<file path="src/rtl/load_store_unit.sv">
// load_store_unit: turns byte/half/word loads and stores at any byte address into one or two
// word-aligned RAM cycles with byte enables, returning sign/zero-extended load data.
module load_store_unit (
    input  logic        clk,
    input  logic        rst,
    input  logic        req_valid_i,
    output logic        req_ready_o,
    input  logic        req_we_i,
    input  logic [31:0] req_addr_i,
    input  logic [1:0]  req_size_i,
    input  logic        req_unsigned_i,
    input  logic [31:0] req_wdata_i,
    output logic        resp_valid_o,
    output logic [31:0] resp_rdata_o,
    output logic [31:0] mem_a_o,
    output logic [31:0] mem_wd_o,
    output logic        mem_we_o,
    output logic [3:0]  mem_wbe_o,
    input  logic [31:0] mem_rd_i
);
    typedef enum logic [1:0] {IDLE, ACC0, ACC1, RESP} state_t;
    state_t      state_q, state_d;
    logic [31:0] addr_q, addr_d, wdata_q, wdata_d, lo_q, lo_d, hi_q, hi_d, a_q, a_d, wd_q, wd_d;
    logic [1:0]  size_q, size_d;
    logic        we_q, we_d, uns_q, uns_d;
    logic [1:0]  off;
    logic [7:0]  lanemask;
    logic        split;
    logic [31:0] base, rsh, ext;
    logic [63:0] wide;

    assign off      = addr_q[1:0];
    assign lanemask = (size_q == 2'b00 ? 8'h01 : size_q == 2'b01 ? 8'h03 : 8'h0f) << off;
    assign split    = |lanemask[7:4];
    assign base     = {addr_q[31:2], 2'b00};
    // Low half feeds the first word cycle, high half the second.
    assign wide     = {32'b0, wdata_q} << {off, 3'b000};
    assign rsh      = 32'({hi_q, lo_q} >> {off, 3'b000});
    assign ext      = size_q == 2'b00 ? {{24{~uns_q & rsh[7]}}, rsh[7:0]} :
                      size_q == 2'b01 ? {{16{~uns_q & rsh[15]}}, rsh[15:0]} : rsh;

    always_comb begin
        state_d      = state_q;
        addr_d       = addr_q;
        wdata_d      = wdata_q;
        size_d       = size_q;
        we_d         = we_q;
        uns_d        = uns_q;
        lo_d         = lo_q;
        hi_d         = hi_q;
        a_d          = a_q;
        wd_d         = wd_q;
        req_ready_o  = 1'b0;
        resp_valid_o = 1'b0;
        resp_rdata_o = '0;
        mem_we_o     = 1'b0;
        mem_wbe_o    = '0;
        case (state_q)
            IDLE: begin
                req_ready_o = 1'b1;
                if (req_valid_i) begin
                    addr_d  = req_addr_i;
                    wdata_d = req_wdata_i;
                    size_d  = req_size_i;
                    we_d    = req_we_i;
                    uns_d   = req_unsigned_i;
                    hi_d    = '0;
                    state_d = ACC0;
                end
            end
            ACC0: begin
                a_d       = base;
                mem_we_o  = we_q;
                mem_wbe_o = we_q ? lanemask[3:0] : 4'b0000;
                wd_d      = we_q ? wide[31:0] : wd_q;
                lo_d      = we_q ? lo_q : mem_rd_i;
                state_d   = split ? ACC1 : RESP;
            end
            ACC1: begin
                a_d       = base + 32'd4;
                mem_we_o  = we_q;
                mem_wbe_o = we_q ? lanemask[7:4] : 4'b0000;
                wd_d      = we_q ? wide[63:32] : wd_q;
                hi_d      = we_q ? hi_q : mem_rd_i;
                state_d   = RESP;
            end
            default: begin
                resp_valid_o = 1'b1;
                resp_rdata_o = we_q ? '0 : ext;
                state_d      = IDLE;
            end
        endcase
        mem_a_o  = a_d;
        mem_wd_o = wd_d;
    end

    always_ff @(posedge clk or posedge rst) begin
        if (rst) begin
            state_q <= IDLE;
            addr_q  <= '0;
            wdata_q <= '0;
            size_q  <= '0;
            we_q    <= 1'b0;
            uns_q   <= 1'b0;
            lo_q    <= '0;
            hi_q    <= '0;
            a_q     <= '0;
            wd_q    <= '0;
        end else begin
            state_q <= state_d;
            addr_q  <= addr_d;
            wdata_q <= wdata_d;
            size_q  <= size_d;
            we_q    <= we_d;
            uns_q   <= uns_d;
            lo_q    <= lo_d;
            hi_q    <= hi_d;
            a_q     <= a_d;
            wd_q    <= wd_d;
        end
    end
endmodule

</file>
<file path="config.mk">
export PLATFORM = sky130hd
export DESIGN_NAME = load_store_unit
export DESIGN_NICKNAME = d
export VERILOG_FILES = /design/src/rtl/load_store_unit.sv
export SDC_FILE = /design/constraint.sdc
export NUM_CORES = 1
export LEC_CHECK = 0
export CAP_MARGIN = 10
export CORE_UTILIZATION = 35
export CTS_CLUSTER_SIZE = 12
export DETAILED_ROUTE_END_ITERATION = 8
export HOLD_SLACK_MARGIN = 0.05
export PLACE_DENSITY = 0.57
export SETUP_SLACK_MARGIN = 0.02
export SKIP_CTS_REPAIR_TIMING = 1
export SYNTH_ARGS = -nofsm -noshare
export SYNTH_HDL_FRONTEND = slang
export SYNTH_SLANG_ARGS = --single-unit
</file>
<file path="constraint.sdc">
create_clock -name clk -period 8 [get_ports clk]
set_input_delay 1.6 -clock clk [delete_from_list [all_inputs] [get_ports clk]]
set_output_delay 1.6 -clock clk [all_outputs]
set_load 0.005 [all_outputs]
</file>
==> flow_summary_export.csv <==
group,metric,value,unit
hold_path,hold_class,"reg2reg",
finish,finalNonFillerCells,1459,
synth,seq_area_frac_synth,48.41,%
cts,h-tree-depth,4,
timing,tns,0,ps
pwr,p_seq_share,32.7,%
synth,ys.flop_type,"dfrtp_1",
floorplan,coreArea,0.02725,sq mm
pwr,cellInternalPower,3260,uW
worst_setup_path,critical-path-slowest-cell,"ha_2",
pwr,p_comb_share,51.7,%
finish,syn2layout_area_growth,29.04,%
timing,hold_violations,0,
synth,avgSynthCellArea,10.79,sq um
cts,cts-root-buf,"clkbuf_16",
placed_design,placed_cell_area,0.01208,sq mm
worst_setup_path,slowest_delay,870,ps
floorplan,ios,206,
finish,num-fill-cells,2565,
synth,synthMuxAreaShare,20.46,%
placed_design,dp.cells,1426,
worst_setup_path,crit_required,6400,ps
global_route,grt_use_total,20.47,%
routing,routed_wl,29120,um
floorplan,dieArea,0.02873,sq mm
worst_setup_path,path_delay_family,"buffers and inverters",
finish,stdcell_area,0.01267,sq mm
synth,synthCells,910,
synth,synthAdderAreaFrac,0.6370,%
routing,routed-via-count,7733,
timing,post-route-period-util,65.27,%
pwr,power.switching,2271,uW
synth,synth_top_cell_area_share,48.41,%
synth,synth-simple-area-share,10.06,%
timing,rsz0062_at_grt,"false",
synth,ys_warn_count,0,
global_route,grtUsageMet3,3.545,%
routing,dr.pass1.iters,5,
global_route,antenna_found_initial,1,
placed_design,gp_congestion,0.8003,
synth,synth_commonest_cells,"190 x dfrtp_1, 117 x mux2_2, 71 x a21oi_1",
worst_setup_path,path_common_cell,"inv_1",
synth,syn_area,0.009821,sq mm
synth,synth-xor-area-share,1.249,%
finish,fin_util,46.50,%
global_route,grt_use_met1,29.08,%
synth,yosysTopAreaCell,"dfrtp_1",
worst_setup_path,startpoint,"state_q[0]",
pwr,ir_worst_vdd,259.6,uV
floorplan,initial_core_util,36.04,%
floorplan,rows,60,
worst_setup_path,startpoint_type,"flip-flop",
routing,post_drt_wl_per_cell,19.96,um
timing,timing.fmax,191.5,MHz
worst_setup_path,r2r_start,"state_q[0]",
synth,netlist-cell-type-count,57,
finish,layout-drive-gt1-share,16.57,%
hold_path,holdCritStartpoint,"wd_q[22]",
synth,synth_top_family_by_area,"multiplexers",
worst_setup_path,crit_arrival,3620,ps
global_route,grt-ovfl-total,0,
timing,finalCriticalPeriod,5221,ps
routing,initialDrtViolationCount,467,
timing,skew,16.72,ps
synth,synth_area_leaders,"dfrtp_1 48%, mux2_2 13%, mux2i_1 6.9%",
cts,cts_buffers,17,
global_route,grt_max_degree,119,
synth,async_flop_share,100.0,%
pwr,clkPwrFrac,15.6,%
placed_design,io_buffers,205,
global_route,grt_pass1_vias,7566,
routing,postRouteAntennaNets,0,
timing,report.final.slew_viol_count,0,
synth,synth.most_common_cell,"dfrtp_1",
cts,cts_tree,"yes",
cts,cts_buffer_depth,2,
global_route,met2_usage,32.05,%
placed_design,dp_hpwl,19720,um
flow_run,max-cap-violations,0,
routing,drc,0,
timing,relSlewSlack,32.57,%
finish,fin_nets,1181,
routing,vias_per_cell,5.300,
run_status,status,"complete, no violations",
timing,worst_pin_slew,1012,ps
cts,clock_sinks,190,
cts,clock_latency,440,ps
synth,synth_compound_area_share,14.87,%
pwr,swShare,41.06,%
floorplan,dieWidth,169.5,um
timing,finalSetupViolations,0,
worst_setup_path,crit_path_end_kind,"output port",
cts,clk_pin_slew,80,ps
worst_setup_path,crit_chain,"inv_1 > ha_2 > inv_1 > or3_1 > o32ai_1 > a21oi_1 > clkdlybuf4s50_1",
global_route,grt_pass1_wl,45240,um
pwr,p_per_area,436.4,mW/mm^2
worst_setup_path,critPathMaxFanout,39,
worst_setup_path,path_buf_inv,3,
synth,synth_edf_count,0,
worst_setup_path,path_class,"reg2out",
floorplan,die_y,169.5,um
global_route,top_usage_layer,"met2",
synth,syn_nets,1018,
synth,ys_ff_latch,190,
pwr,leakage,0.005281,uW
==> worst min-delay path, stage by stage (launching register included) <==
cell     delay (ps)
dfrtp_1         330
nand2_1          40
o21ai_0          80
==> sequential cells by signal (all words and copies together), names as in the netlist <==
signal / flops
lo_q: 32
a_q: 32
hi_q: 24
wdata_q: 32
state_q: 2
wd_q: 32
we_q: 1
uns_q: 1
size_q: 2
addr_q: 32
==> per-layer routing <==
metal / vias up / wire (um)
li1: 3653 / -
met1: 3861 / 14030
met2: 193 / 13430
met3: 26 / 1263
met4: 0 / 390
met5: - / 0
==> power groups by stage <==
stage / Combinational [uW] / Clock (uW) / Sequential, uW
after detailed placement: 2860 / 0 / 1820
final: 2860 / 862 / 1810
after floorplan: 1890 / 0 / 1630
after CTS: 2880 / 884 / 1800
after global placement: 2830 / 0 / 1810
after global routing: 3120 / 920 / 1870
==> cells in the final DEF, fill, tap and decap left out, types with 17 or more instances in the layout <==
cell type and instances:
mux2_2 117, mux2i_1 68, a21oi_1 71, nor2_1 59, clkbuf_16 17, a22o_1 48
clkdlybuf4s50_1 205, o21ai_0 65, dfrtp_1 188, nand2_1 45
==> cell type report <==
class / count / area [sq um] / share of cell area, %
antenna: 1 / 2.502 / 0.01975
clock buffer: 18 / 439.2 / 3.466
clock inverter: 14 / 153.9 / 1.214
inverter: 14 / 60.06 / 0.4739
multi-input combinational: 635 / 4664 / 36.81
sequential: 190 / 4760 / 37.56
tap: 372 / 465.4 / 3.673
timing repair buffer: 215 / 2127 / 16.79
==> logic make-up after synthesis <==
kind of cell,Yosys count
XOR/XNOR,14
buffers and inverters,85
AO/OA/AOI/OAI,234
flip-flops,190
AND/OR/NAND/NOR,196
adder cells (fa/ha/maj),5
multiplexers,186
==> per-stage QoR <==
stage / hold WS, ps / setup WS (ps) / power [uW]
after floorplan: 467.3 / 1230 / 3519
after global placement: 479.2 / 3359 / 4647
after detailed placement: 483.5 / 3304 / 4677
after CTS: 501.3 / 2821 / 5565
after global routing: 516.5 / 2627 / 5916
final: 494.0 / 2779 / 5531
==> path summary, 6_finish.rpt <==
path,endpoint,slack (ps),cells after the start
worst max-delay path,mem_a_o[24],2780,7
worst min-delay path,wd_q[22],490,2
worst max register to register,a_q[24],5140,6
worst min register to register,wd_q[22],490,2
max in group asynchronous,addr_q[1],4600,3
min in group asynchronous,lo_q[21],1700,2
Power figures use the tool's default switching activity.
